`config.mk`:
```
export PLATFORM = sky130hd
export DESIGN_NAME = vga_plot_arbiter
export DESIGN_NICKNAME = d
export VERILOG_FILES = /design/src/rtl/vga_draw_pkg.sv /design/src/rtl/vga_rr_picker.sv /design/src/rtl/vga_plot_arbiter.sv
export SDC_FILE = /design/constraint.sdc
export NUM_CORES = 1
export LEC_CHECK = 0
export ABC_AREA = 1
export BUFFER_PORTS_ARGS = -buffer_cell sky130_fd_sc_hd__buf_2
export CAP_MARGIN = 10
export CORE_MARGIN = 5
export CORE_UTILIZATION = 28
export DETAILED_ROUTE_END_ITERATION = 8
export PLACE_DENSITY = 0.58
export SYNTH_ARGS = -nofsm -noshare
export SYNTH_HDL_FRONTEND = slang
export SYNTH_SLANG_ARGS = --single-unit
```
`constraint.sdc`:
```
create_clock -name CLOCK_50 -period 2.3 [get_ports CLOCK_50]
set_input_delay 0.46 -clock CLOCK_50 [delete_from_list [all_inputs] [get_ports CLOCK_50]]
set_output_delay 0.46 -clock CLOCK_50 [all_outputs]
set_load 0.01 [all_outputs]
```
`src/rtl/vga_draw_pkg.sv`:
```
// Shared types and screen constants for the VGA drawing blocks.
// The pixel fields follow the default 160x120, 3-bit colour mode of vga_adapter.
package vga_draw_pkg;

    localparam int SCREEN_W = 160;
    localparam int SCREEN_H = 120;
    localparam int X_W      = 8;
    localparam int Y_W      = 7;
    localparam int C_W      = 3;

    typedef struct packed {
        logic [X_W-1:0] x;
        logic [Y_W-1:0] y;
        logic [C_W-1:0] colour;
    } pixel_t;

    typedef enum logic {
        IDLE,
        GRANTED
    } arb_state_t;

endpackage

```
`src/rtl/vga_rr_picker.sv`:
```
// Picks the next owner: a cyclic first-one search starting just after rr_ptr.
// When the priority override is enabled, a valid requester 0 always wins.
module vga_rr_picker #(
    parameter int NUM_REQ   = 3,
    parameter bit HI_PRI_EN = 1'b1,
    localparam int PTR_W    = $clog2(NUM_REQ)
) (
    input  logic [NUM_REQ-1:0] valid,
    input  logic [PTR_W-1:0]   rr_ptr,
    output logic [PTR_W-1:0]   pick,
    output logic               any_valid
);

    int   idx;
    logic found;

    always_comb begin
        pick  = '0;
        found = 1'b0;
        idx   = 0;
        for (int k = 1; k <= NUM_REQ; k++) begin
            idx = int'(rr_ptr) + k;
            if (idx >= NUM_REQ) begin
                idx = idx - NUM_REQ;
            end
            if (!found && valid[idx[PTR_W-1:0]]) begin
                pick  = idx[PTR_W-1:0];
                found = 1'b1;
            end
        end
        if (HI_PRI_EN && valid[0]) begin
            pick = '0;
        end
    end

    assign any_valid = |valid;

endmodule

```
`src/rtl/vga_plot_arbiter.sv`:
```
// Shares the single vga_adapter pixel-write port among NUM_REQ pixel producers,
// with round-robin grants, optional requester-0 priority, locked bursts and clipping.
module vga_plot_arbiter #(
    parameter int NUM_REQ   = 3,
    parameter int X_W       = 8,
    parameter int Y_W       = 7,
    parameter int C_W       = 3,
    parameter int X_MAX     = 159,
    parameter int Y_MAX     = 119,
    parameter bit HI_PRI_EN = 1'b1,
    parameter int BURST_MAX = 0,
    localparam int PTR_W    = $clog2(NUM_REQ)
) (
    input  logic                   CLOCK_50,
    input  logic                   reset,
    input  logic [NUM_REQ-1:0]     req_valid,
    input  logic [NUM_REQ-1:0]     req_lock,
    input  logic [NUM_REQ*X_W-1:0] req_x,
    input  logic [NUM_REQ*Y_W-1:0] req_y,
    input  logic [NUM_REQ*C_W-1:0] req_colour,
    output logic [NUM_REQ-1:0]     req_ready,
    output logic [X_W-1:0]         x,
    output logic [Y_W-1:0]         y,
    output logic [C_W-1:0]         colour,
    output logic                   plot,
    output logic [PTR_W-1:0]       grant_id,
    output logic                   busy,
    output logic [15:0]            clip_count
);

    import vga_draw_pkg::*;

    arb_state_t       state;
    logic [PTR_W-1:0] owner;
    logic [PTR_W-1:0] rr_ptr;
    logic [PTR_W-1:0] pick;
    logic             any_valid;
    logic [15:0]      burst_cnt;

    logic             owner_valid;
    logic             owner_lock;
    logic             burst_done;
    logic             in_range;
    logic [X_W-1:0]   sel_x;
    logic [Y_W-1:0]   sel_y;
    logic [C_W-1:0]   sel_colour;

    vga_rr_picker #(
        .NUM_REQ   (NUM_REQ),
        .HI_PRI_EN (HI_PRI_EN)
    ) u_picker (
        .valid     (req_valid),
        .rr_ptr    (rr_ptr),
        .pick      (pick),
        .any_valid (any_valid)
    );

    assign owner_valid = req_valid[owner];
    assign owner_lock  = req_lock[owner];
    assign sel_x       = req_x[owner*X_W +: X_W];
    assign sel_y       = req_y[owner*Y_W +: Y_W];
    assign sel_colour  = req_colour[owner*C_W +: C_W];
    assign in_range    = (sel_x <= X_W'(X_MAX)) && (sel_y <= Y_W'(Y_MAX));
    assign burst_done  = (BURST_MAX != 0) && ((int'(burst_cnt) + 1) >= BURST_MAX);

    assign busy     = (state == GRANTED);
    assign grant_id = owner;

    // Ready depends only on who owns the port, so producers may use it to decide valid.
    always_comb begin
        req_ready = '0;
        if (state == GRANTED) begin
            req_ready[owner] = 1'b1;
        end
    end

    always_ff @(posedge CLOCK_50) begin
        if (reset) begin
            state      <= IDLE;
            owner      <= '0;
            rr_ptr     <= PTR_W'(NUM_REQ - 1);
            burst_cnt  <= '0;
            x          <= '0;
            y          <= '0;
            colour     <= '0;
            plot       <= 1'b0;
            clip_count <= '0;
        end else begin
            plot <= 1'b0;
            case (state)
                IDLE: begin
                    if (any_valid) begin
                        owner     <= pick;
                        rr_ptr    <= pick;
                        burst_cnt <= '0;
                        state     <= GRANTED;
                    end
                end
                GRANTED: begin
                    if (owner_valid) begin
                        x         <= sel_x;
                        y         <= sel_y;
                        colour    <= sel_colour;
                        plot      <= in_range;
                        burst_cnt <= burst_cnt + 16'd1;
                        if (!in_range && (clip_count != 16'hFFFF)) begin
                            clip_count <= clip_count + 16'd1;
                        end
                        if (!owner_lock || burst_done) begin
                            state <= IDLE;
                        end
                    end else if (!owner_lock) begin
                        state <= IDLE;
                    end
                end
                default: state <= IDLE;
            endcase
        end
    end

endmodule

```
; Word level (Yosys, flattened, before mapping)
; Cells that the tools add are included.
[op_classes]
add_sub_neg = 7
multipliers = 2
div = 0
order_cmp = 10
eq_ne = 1
n_shift = 3
mux = 25
n_bitwise = 2
reduce_logical = 13
[ops]
columns = op, count
row1 = $shiftx 24x6->8, 1
row2 = $shiftx 21x6->7, 1
row3 = $add 16x1->16 const B, 1
row4 = $ne 16x16->1 const B, 1
row5 = $mux 2, 7
row6 = $lt 2x3->1 const B, 4
row7 = $bmux 1 s2, 5
row8 = $mux 1, 10
row9 = $ge 3x2->1 const B, 3
row10 = $shiftx 9x5->3, 1
row11 = $le 8x8->1 const B, 1
row12 = $le 7x7->1 const B, 1
row13 = $add 2x2->3 const B, 2
row14 = $reduce_or 3->1, 2
row15 = $sub 2x1->2 const B, 3
row16 = $logic_and 1x1->1, 5
row17 = $mul 2x3->5 const B, 1
row18 = $mul 2x2->4 const B, 1
row19 = $reduce_and 2->1, 2
row20 = $add 2x1->3 const B, 1
row21 = $logic_not 1->1, 3
row22 = $mux 3, 1
row23 = $reduce_and 3->1, 1
row24 = $demux 1 s2, 1
row25 = other kinds (3), 4
[totals]
reg_bits = 40
latch_bits = 0
ram_bits = 0
romBits = 0
in_bits = 62
output_inout_bits = 41
n_memories = 0

; Longest topological paths before layout
[depth]
ltp_word = 13
ltp_mapped = 13
mapped_depth_nobuf = 12

; By module
; From an unflattened synthesis, not the netlist that was laid out.
[unflattened]
hier_cells = 396
area_unflattened_um2 = 2631.3
[by_module_without_submodules]
columns = module, n_inst, cells_per_inst, area_each_um2, seq_area_each_um2
row1 = vga_plot_arbiter, 1, 343, 2347.3, 780.7
row2 = vga_rr_picker, 1, 53, 284.0, 0.0

; Worst setup path before layout
; No wires, ideal clock.
[synth_timing]
kind = register to register
start = reg, netlist name grant_id[0]
end = reg rr_ptr[1]
setup_time_ns = 0.135
arrival_ns = 1.753
setup_slack_ns = 0.413
path_stages_with_launch = 11
path_buffers = 1
cell_sequence = dfxtp_1 > inv_2 > buf_6 > ha_1 > inv_1 > o21ai_0 > nand2_1 > nand3_1 > nand3_1 > nand3_1 > o211ai_1
[synth_rtl]
columns = element, line_no
row1 = to (signal assigned), vga_plot_arbiter.sv:81  ; rr_ptr <= PTR_W'(NUM_REQ - 1);
row2 = to (signal assigned), vga_plot_arbiter.sv:94  ; rr_ptr <= pick;
row3 = to (decl), vga_plot_arbiter.sv:35  ; logic [PTR_W-1:0] rr_ptr;

; Worst setup path after layout
[layout_timing]
start = reg owner[1] (netlist: grant_id[1])
end = reg clip_count[6]
[layout_between]
elab_chain_len = 7
word_cells_on_any_way = 11
classes_between = mul: 1 / order compare: 2 / shift: 2 / mux: 2 / reduce/logical: 4
[layout_lines]
columns = element, line_no
row1 = from (decl), vga_plot_arbiter.sv:34  ; logic [PTR_W-1:0] owner;
row2 = from (signal assigned), vga_plot_arbiter.sv:93  ; owner <= pick;
row3 = $mul 2x3->5, vga_plot_arbiter.sv:61  ; assign sel_y = req_y[owner*Y_W +: Y_W];
row4 = $shiftx 21x6->7, vga_plot_arbiter.sv:61
row5 = $le 7x7->1, vga_plot_arbiter.sv:63  ; assign in_range = (sel_x <= X_W'(X_MAX)) && (sel_y <= Y_W'(Y_MAX));
row6 = $logic_and 1x1->1, vga_plot_arbiter.sv:63
row7 = $logic_not 1->1, vga_plot_arbiter.sv:106  ; if (!in_range && (clip_count != 16'hFFFF)) begin
row8 = $logic_and 1x1->1, vga_plot_arbiter.sv:106
row9 = $reduce_and 3->1 (no line) *, -
row10 = to (signal assigned), vga_plot_arbiter.sv:107  ; clip_count <= clip_count + 16'd1;
row11 = to (decl), vga_plot_arbiter.sv:28  ; output logic [15:0] clip_count
; Mark *: on every way between the ends. The rest lies on a longest branch, timed or not. The select of a mux whose other input is x is not followed.
; A chain may end at the register's enable or synchronous reset.

==> metrics <==
status=finished clean; CP max FO=19; GR Util met3=4.408%; CTS max path bufs=2; grt met2 use=23.49%; crit path cell chain=nor2_2 > buf_4 > nand2_1 > nand3_1 > nand2_1 > nand2_4 > nand2_4 > nand2_1 > a21oi_1; area leader, netlist=dfxtp_1; IO buf count=102; Max Fclk=0.5211 GHz; top cells by area, synth=dfxtp_1 (33%), nand2_1 (18%), nand3_1 (11%); post-synth top area share=33.26%; hpwl dp=5.724 mm; gr busiest metal=met2; Critical Path Max Stage Delay=0.38 ns; initial antenna violation count=0; detailed-route DRC error count=0; post-CTS sizing=0; vias in the first global route=2,615; number of buffers added for setup after CTS=0; pwr dens=662.4 nW/µm²; synthesized area per cell=6.413 µm²; Die Width=101.6 µm; Post-DRT Antenna Nets=0; vias after detailed routing=2,735; FF-to-FF path depth=9; Hold Path End=x[0]$_SDFFE_PP0P_; cell count after synthesis=366; total gr overflow=0; first-pass GRT wire length=12.23 mm; Detailed Route Iter0 Violations=133; Clock transition at path regs=0.08 ns; chip height=101.6 µm; mapped cell area=2347 µm²; total CTS buffers=5; max_cap viols=0; hold buffer count at CTS=0; cell leakage power=1.471 nW; Rel. slew slack=61.58%; WS Path Type=reg -> reg; Worst setup SP type=flip-flop; Crit. End Element=flip-flop; post-synthesis register bit count=39; reg-to-reg endpoint=clip_count[6]$_SDFFE_PP0P_; Required @ worst endpoint=2.46 ns; # IOs=103; crit path setup slack, layout=0.3809 ns; Starting Density=28.71%; clock skew=0.01120 ns; n_diodes=0; Final min period=1.919 ns; GP Congestion=0.8978; CP max stage cell=dfxtp_1; GRT Total Usage=14.82%; DR pass1 iterations=4; FF-to-FF Start=grant_id[1]$_SDFFE_PP0P_; sequential share of the synthesized area=33.26%; largest net degree at the start of global routing=33; routed length per instance=13.09 µm; Synth cell types=24; CORE AREA=8175 µm²; RSZ-0062 raised after global routing=false; H-tree levels=2; cell mode on critical path=nand2_1; dpl ws=0.3710 ns; Peak VDD IR=0.2715 mV; CTS Sinks=39; Layout area overhead=30.49%; most common cell after layout, fill and taps aside=nand2_1; setup_tns=0 ns; Tcrit/Tclk final=83.44%; Worst Hold Depth=3; share of layout cells above drive strength 1=26.82%; Worst Path Arrival=2.08 ns; syn_nets=432; met1 usage=19.60%; Clock Latency Late Sink=0.29 ns; clock tree from TritonCTS=built; most frequent cells in the layout=nand2_1 (115), buf_2 (102), nand3_1 (53), dfxtp_1 (39), nor2_1 (34); die area=10,310 µm²; fin nets=532; minimum setup slack among reg-to-reg paths=0.38 ns; row cnt=33; final count of pins violating max slew=0; Via density=4.790; hold crit path type=in -> reg; final count of hold timing violations=0; yosys warns=0; final setup fails=0; routed wire length=7.472 mm; Root Buffer=clkbuf_8; hold_sp=req_x[16]; measured slew at the worst slew-check pin=0.5756 ns; filler instances=919
==> flip-flops by register name, indices dropped and copies added, names as in the netlist <==
| register | count |
|---|---|
| plot | 1 |
| clip_count | 16 |
| x | 8 |
| y | 7 |
| colour | 3 |
| grant_id | 2 |
| busy | 1 |
| rr_ptr | 1 |
==> worst max path at each step <==
stage,startpoint,to,depth (start not counted)
after floorplan,grant_id[0]$_SDFFE_PP0P_,rr_ptr[1]$_SDFFE_PP1P_,10
after global placement,grant_id[1]$_SDFFE_PP0P_,clip_count[1]$_SDFFE_PP0P_,9
after detailed placement,grant_id[1]$_SDFFE_PP0P_,clip_count[15]$_SDFFE_PP0P_,9
after CTS,grant_id[1]$_SDFFE_PP0P_,clip_count[6]$_SDFFE_PP0P_,9
after global routing,grant_id[0]$_SDFFE_PP0P_,rr_ptr[1]$_SDFFE_PP1P_,9
final,grant_id[1]$_SDFFE_PP0P_,clip_count[6]$_SDFFE_PP0P_,9
==> per-layer routing <==
metal  share of wire [%]  wire (µm)
met1                  45       3352
met5                   0          0
met2                  44       3302
met4                0.82         61
met3                  10        755
==> through the flow <==
step	area (µm²)	power, mW	util (%)	cells	hold WS (ns)
global route	3063	2.174	37.47	571	0.4411
detailed placement	2957	1.479	36.16	564	0.4935
CTS	3063	2.058	37.47	571	0.4338
finish	3063	2.029	37.47	571	0.4471
floorplan	2347	1.241	-	366	0.5065
global placement	2957	1.468	36.16	564	0.4932
==> synthesized netlist by cell type <==
cell,number
nand2_1,115
nand3_1,53
dfxtp_1,39
nor2_1,34
inv_1,22
a21oi_1,21
o21ai_0,21
a41oi_1,11
clkbuf_1,10
xnor2_1,6
xor2_1,5
ha_1,4
nand4_1,4
buf_4,3
nor2_2,3
nor3_1,3
buf_2,2
buf_6,2
inv_2,2
nand2_4,2
clkinv_2,1
o211ai_1,1
o21ai_1,1
o31ai_1,1
==> cell families after synthesis <==
group | count (synthesis) | synth area share [%]
AO/OA/AOI/OAI | 56 | 13.91
XOR/XNOR | 11 | 4.104
adder cells (fa/ha/maj) | 4 | 2.132
buffers and inverters | 42 | 7.996
flip-flops | 39 | 33.26
AND/OR/NAND/NOR | 214 | 38.59
==> power by group <==
part / internal (mW) / switching (mW)
sequential: 0.732 / 0.0359
clock: 0.317 / 0.252
combinational: 0.242 / 0.449
==> critical path, delay by kind of cell, from the launching register on <==
| kind | cells | cell delay, ns |
|---|---|---|
| compound gates | 1 | 0.06 |
| buf+inv | 1 | 0.27 |
| flops | 1 | 0.38 |
| simple gates | 7 | 1.06 |
==> cell type report <==
type	instances	area (µm²)	share of cell area, %
tap	105	131.4	4.289
timing repair buffer	110	570.5	18.63
inverter	25	95.09	3.105
clock inverter	2	37.54	1.225
sequential	39	780.7	25.49
clock buffer	5	68.82	2.247
multi-input combinational	285	1379	45.02
Power figures use the tool's default switching activity.
